--- src/rtl/pkt_fifo.sv ---
// rtl/pkt_fifo.sv - packet-aware store-and-forward FIFO with atomic drop of overflowing or abandoned packets
module pkt_fifo #(
    parameter int DATA_WIDTH = 64,
    parameter int DEPTH_LOG2 = 5,
    parameter int CNT_WIDTH  = 8
) (
    input  logic                  clk,
    input  logic                  rst,
    input  logic                  wr_sop,
    input  logic                  wr_eop,
    input  logic                  wr_vld,
    input  logic [DATA_WIDTH-1:0] wr_data,
    input  logic                  rd_en,
    output logic                  rd_vld,
    output logic                  rd_sop,
    output logic                  rd_eop,
    output logic [DATA_WIDTH-1:0] rd_data,
    output logic [DEPTH_LOG2:0]   pkt_cnt,
    output logic [DEPTH_LOG2:0]   free_cnt,
    output logic                  overflow,
    output logic [CNT_WIDTH-1:0]  drop_cnt
);
    localparam int DEPTH = 1 << DEPTH_LOG2;
    localparam int PW    = DEPTH_LOG2 + 1;
    localparam logic [PW-1:0] DEPTH_P = PW'(DEPTH);

    typedef enum logic [1:0] {ST_IDLE, ST_RECV, ST_DROP} state_t;

    logic [DATA_WIDTH+1:0] r_mem [DEPTH];
    logic [PW-1:0]         r_rptr;
    logic [PW-1:0]         r_wptr_spec;
    logic [PW-1:0]         r_wptr_cmt;
    logic [PW-1:0]         r_pkt_cnt;
    state_t                r_state;
    logic                  r_overflow;
    logic [CNT_WIDTH-1:0]  r_drop_cnt;

    logic                  w_start;
    logic                  w_abandon;
    logic                  w_cont;
    logic                  w_accept;
    logic [PW-1:0]         w_base;
    logic                  w_full;
    logic                  w_store;
    logic                  w_ovf;
    logic                  w_commit;
    logic                  w_pop;
    logic                  w_pop_eop;
    logic [DATA_WIDTH+1:0] w_head;
    logic [CNT_WIDTH:0]    w_drop_sum;

    assign w_start   = wr_vld & wr_sop;
    assign w_abandon = (r_state == ST_RECV) & w_start;
    assign w_cont    = (r_state == ST_RECV) & wr_vld & ~wr_sop;
    assign w_accept  = w_start | w_cont;
    // An abandoning sop restarts at the commit pointer, so fullness is judged from there.
    assign w_base    = w_abandon ? r_wptr_cmt : r_wptr_spec;
    assign w_full    = (w_base - r_rptr) == DEPTH_P;
    assign w_store   = w_accept & ~w_full;
    assign w_ovf     = w_accept & w_full;
    assign w_commit  = w_store & wr_eop;

    assign w_head    = r_mem[r_rptr[DEPTH_LOG2-1:0]];
    assign rd_vld    = (r_pkt_cnt != '0);
    assign rd_sop    = w_head[DATA_WIDTH+1];
    assign rd_eop    = w_head[DATA_WIDTH];
    assign rd_data   = w_head[DATA_WIDTH-1:0];
    assign w_pop     = rd_en & rd_vld;
    assign w_pop_eop = w_pop & w_head[DATA_WIDTH];

    assign w_drop_sum = {1'b0, r_drop_cnt} + {{CNT_WIDTH{1'b0}}, w_abandon}
                      + {{CNT_WIDTH{1'b0}}, w_ovf};

    assign pkt_cnt  = r_pkt_cnt;
    assign free_cnt = DEPTH_P - (r_wptr_spec - r_rptr);
    assign overflow = r_overflow;
    assign drop_cnt = r_drop_cnt;

    always_ff @(posedge clk) begin
        if (w_store) begin
            r_mem[w_base[DEPTH_LOG2-1:0]] <= {wr_sop, wr_eop, wr_data};
        end
    end

    always_ff @(posedge clk) begin
        if (rst) begin
            r_rptr      <= '0;
            r_wptr_spec <= '0;
            r_wptr_cmt  <= '0;
            r_pkt_cnt   <= '0;
            r_state     <= ST_IDLE;
            r_overflow  <= 1'b0;
            r_drop_cnt  <= '0;
        end else begin
            if (w_store) begin
                r_wptr_spec <= w_base + 1'b1;
            end else if (w_ovf) begin
                r_wptr_spec <= r_wptr_cmt;
            end
            if (w_commit) begin
                r_wptr_cmt <= w_base + 1'b1;
            end

            if (w_ovf) begin
                r_state <= wr_eop ? ST_IDLE : ST_DROP;
            end else if (w_store) begin
                r_state <= wr_eop ? ST_IDLE : ST_RECV;
            end else if (r_state == ST_DROP && wr_vld && wr_eop) begin
                r_state <= ST_IDLE;
            end

            if (w_commit && !w_pop_eop) begin
                r_pkt_cnt <= r_pkt_cnt + 1'b1;
            end else if (!w_commit && w_pop_eop) begin
                r_pkt_cnt <= r_pkt_cnt - 1'b1;
            end

            if (w_pop) begin
                r_rptr <= r_rptr + 1'b1;
            end

            r_overflow <= r_overflow | w_ovf;
            r_drop_cnt <= w_drop_sum[CNT_WIDTH] ? {CNT_WIDTH{1'b1}} : w_drop_sum[CNT_WIDTH-1:0];
        end
    end
endmodule

--- config.mk ---
export PLATFORM = sky130hd
export DESIGN_NAME = pkt_fifo
export DESIGN_NICKNAME = d
export VERILOG_FILES = /design/src/rtl/pkt_fifo.sv
export SDC_FILE = /design/constraint.sdc
export NUM_CORES = 2
export LEC_CHECK = 0
export ABC_CLOCK_PERIOD_IN_PS = 6400
export CORE_MARGIN = 2
export CORE_UTILIZATION = 30
export DETAILED_ROUTE_END_ITERATION = 10
export HOLD_SLACK_MARGIN = 0.08
export PLACE_DENSITY = 0.5
export SYNTH_ARGS = -nofsm -noshare
export SYNTH_HDL_FRONTEND = slang
export SYNTH_SLANG_ARGS = --single-unit
--- constraint.sdc ---
create_clock -name clk -period 6.4 [get_ports clk]
set_clock_uncertainty 0.05 [all_clocks]
set_input_delay 1.28 -clock clk [delete_from_list [all_inputs] [get_ports clk]]
set_output_delay 1.28 -clock clk [all_outputs]
set_load 0.05 [all_outputs]
==> summary.json <==
{
  "grt_pass1_vias": {"value": 39000},
  "fillerInstances": {"value": 24900},
  "slew-limit-headroom": {"value": 12.9, "unit": "%"},
  "gp_congestion": {"value": 0.720},
  "ys_seq_area_share": {"value": 78.0, "unit": "%"},
  "cts_tree": {"value": "yes"},
  "holdCritPathClass": {"value": "reg2reg"},
  "rows": {"value": 192},
  "pre_repair_dr_iteration_count": {"value": 5},
  "cts_hold_repair.buffers": {"value": 0},
  "global_route_wire_length_before_repair": {"value": 300, "unit": "mm"},
  "ys_ff_latch": {"value": 2152},
  "synthesis.nets": {"value": 3410},
  "critical-path-slowest-cell": {"value": "sky130_fd_sc_hd__dfxtp_4"},
  "yosys_warnings": {"value": 0},
  "grt_antenna_before_repair": {"value": 18},
  "max_clock_freq": {"value": 167, "unit": "MHz"},
  "clock_sink_count": {"value": 2152},
  "worst_ep_required_time": {"value": 5.07, "unit": "ns"},
  "floorplan.core_area": {"value": 273000, "unit": "µm²"},
  "synth.largest_area_cell": {"value": "sky130_fd_sc_hd__edfxtp_1"},
  "synth_top_flop_cell": {"value": "sky130_fd_sc_hd__edfxtp_1"},
  "path_class": {"value": "reg2out"},
  "rsz_0062_raised_after_global_routing": {"value": "false"},
  "pre_cts_slack": {"value": 0.367, "unit": "ns"},
  "crit_path_arrival_time": {"value": 4.66, "unit": "ns"},
  "outcome": {"value": "completed"},
  "crit_path_max_incr_delay": {"value": 0.80, "unit": "ns"},
  "grt_start_max_net_pins": {"value": 113},
  "cts_root_buffer": {"value": "sky130_fd_sc_hd__clkbuf_16"},
  "async_reset_ff_share": {"value": 0, "unit": "%"},
  "hold-worst-slack": {"value": 0.458, "unit": "ns"},
  "clk_latency": {"value": 0.89, "unit": "ns"},
  "initial_utilization": {"value": 30.1, "unit": "%"},
  "wirelength": {"value": 211, "unit": "mm"},
  "report.final.slew_viol_count": {"value": 0},
  "library_cell_with_the_highest_instance_count_after_synthesis": {"value": "sky130_fd_sc_hd__edfxtp_1"},
  "clk_transition_reported_paths": {"value": 0.06, "unit": "ns"},
  "fin_ws": {"value": 0.410, "unit": "ns"},
  "finalSetupViolCount": {"value": 0},
  "crit_chain": {"value": "buf_4, buf_4, mux4_2, mux4_2, mux2_2, clkdlybuf4s50_1"},
  "finalWorstPathRequiredPeriod": {"value": 5.99, "unit": "ns"},
  "hpwl": {"value": 114, "unit": "mm"},
  "power.density_cell_area": {"value": 366, "unit": "nW/µm²"},
  "slew_worst_pin": {"value": 1.30, "unit": "ns"},
  "numCtsBuffers": {"value": 225},
  "grt_overflow_total": {"value": 0},
  "cts_setup_buffers": {"value": 0},
  "critPathCaptureType": {"value": "primary output"},
  "ys_top_cells_by_area": {"value": "sky130_fd_sc_hd__edfxtp_1, sky130_fd_sc_hd__mux4_2, sky130_fd_sc_hd__dfxtp_1"},
  "ys_types": {"value": 45},
  "route.antenna.remaining_nets": {"value": 0},
  "drive_gt1_share": {"value": 32.2, "unit": "%"},
  "die_area": {"value": 279000, "unit": "µm²"},
  "netlist_top_cells_count": {"value": "sky130_fd_sc_hd__edfxtp_1, sky130_fd_sc_hd__mux4_2, sky130_fd_sc_hd__clkbuf_1, sky130_fd_sc_hd__nor2_1, sky130_fd_sc_hd__mux2_2"},
  "drt-initial-drc-count": {"value": 3310},
  "io-pin-count": {"value": 158},
  "post_drt_via_cell_ratio": {"value": 4.97},
  "ctsHtreeMaxLevel": {"value": 4},
  "clock_tree.buffer_depth": {"value": 3},
  "max-cap-violations": {"value": 0},
  "number_of_vias_in_the_routed_layout": {"value": 37100},
  "layout.nets": {"value": 3772},
  "min_period_over_period": {"value": 93.6, "unit": "%"},
  "die_y": {"value": 528, "unit": "µm"},
  "proportion_of_netlist_area_held_by_the_largest_area_contributor": {"value": 77.0, "unit": "%"},
  "power_leakage": {"value": 28.9, "unit": "nW"},
  "timing.critical_path.fanout_max": {"value": 21},
  "post_cts_resize_count": {"value": 0},
  "finalHoldViolCount": {"value": 0},
  "dieWidth": {"value": 528, "unit": "µm"},
  "netlist_area_pre_place": {"value": 82300, "unit": "µm²"},
  "grt.total_usage": {"value": 15.1, "unit": "%"},
  "route.detailed.drc": {"value": 0},
  "post_synth.cell_area_avg": {"value": 24.9, "unit": "µm²"},
  "number_of_port_buffers": {"value": 157},
  "netlist_instances": {"value": 3312},
  "worst_ir_drop_vdd": {"value": 0.316, "unit": "mV"},
  "syn_to_final_growth": {"value": 18.1, "unit": "%"},
  "drt-wirelength-per-cell": {"value": 28.4, "unit": "µm"},
  "start_kind": {"value": "flop"},
  "synth-edff-count": {"value": 2112}
}
[cell families (layout without fill, tap and decap cells)]
kind of cell               Yosys count  in the layout  synth area share, %
other                                0              4                    0
buffers and inverters              186            731                 1.01
DFF                               2152           2152                 78.0
adders and majority gates           28             28                0.453
AOI/OAI and AO/OA                   56             56                0.432
muxes                              740            740                 19.1
xor gates and xnor gates            27             27                0.305
and+or+nand+nor                    123            123                0.669
[flip-flops by register name, summed over array words and instances (netlist names), named ones only]
| register | count |
|---|---|
| r_mem | 2112 |
| drop_cnt | 8 |
| pkt_cnt | 6 |
| r_rptr | 6 |
| r_wptr_cmt | 6 |
| r_wptr_spec | 6 |
| r_state | 2 |
| overflow | 1 |
[worst paths after layout]
path                                           from                       to  slack [ns]  cells after the start
worst max-delay path                           flop               rd_data[1]        0.41                      6
worst min-delay path            overflow$_SDFF_PP0_      overflow$_SDFF_PP0_        0.46                      1
worst max register to register                 flop  pkt_cnt[5]$_SDFFE_PP0P_        1.69                     16
worst min register to register  overflow$_SDFF_PP0_      overflow$_SDFF_PP0_        0.46                      1
[metal layers]
| metal | track usage (%) | up-vias | wire length, µm |
|---|---|---|---|
| met2 | 23.8 | 995 | 100000 |
| li1 | - | 15100 | - |
| met3 | 2.84 | 270 | 11500 |
| met5 | 0 | - | 90 |
| met4 | 3.62 | 14 | 4030 |
| met1 | 21.6 | 20700 | 95500 |
[per-stage QoR]
| step | power (mW) | instance area, µm² | util, % | std cells | setup TNS (ns) |
|---|---|---|---|---|---|
| after floorplan | 20.8 | 82300 | - | 3312 | -1103.47 |
| after global placement | 23.1 | 89800 | 32.9 | 7036 | 0 |
| after detailed placement | 23.1 | 89800 | 32.9 | 7036 | 0 |
| after CTS | 36.1 | 97200 | 35.6 | 7446 | 0 |
| after global routing | 36.9 | 97200 | 35.6 | 7447 | 0 |
| final | 35.6 | 97200 | 35.6 | 7450 | 0 |
[area by class of cell]
type	instances	area (µm²)	share of cell area, %
Clock inverter	152	1620	1.66
Timing Repair Buffer	298	3460	3.56
Tap cell	3589	4490	4.62
Sequential cell	2152	64200	66.1
Multi-Input combinational cell	974	17500	18.0
Antenna cell	4	10.0	0.0103
Inverter	23	88.8	0.0914
Clock buffer	258	5780	5.94
[power breakdown]
part           total, mW  switching [mW]  internal, mW
clock network       13.0            5.50          7.45
logic               6.85            3.59          3.26
registers           15.8           0.125          15.6
[placed cells by master, fill, tap and decap left out, drive strengths merged, types with 2 or more instances in the layout]
master            n
edfxtp         2112
mux4            660
clkbuf          258
clkdlybuf4s50   156
buf             142
clkinv          107
mux2             67
nor2             67
dfxtp            40
inv              30
ha               25
a21oi            24
bufinv           24
nand3            21
xnor2            19
nand2            18
clkinvlp         14
mux2i            13
o21ai            12
xor2              8
a21o              7
diode             4
nor2b             4
o21a              3
fa                3
and2              2
nor4              2
o31ai             2
or3               2
and3              2
nand3b            2
[worst max-delay path: cells and delay by family, from the launching register on]
kind | cells | cell delay (ns)
multiplexers | 3 | 1.36
buffers and inverters | 3 | 1.57
flip-flops | 1 | 0.80
Note: power is estimated with default switching activity, not from simulation.
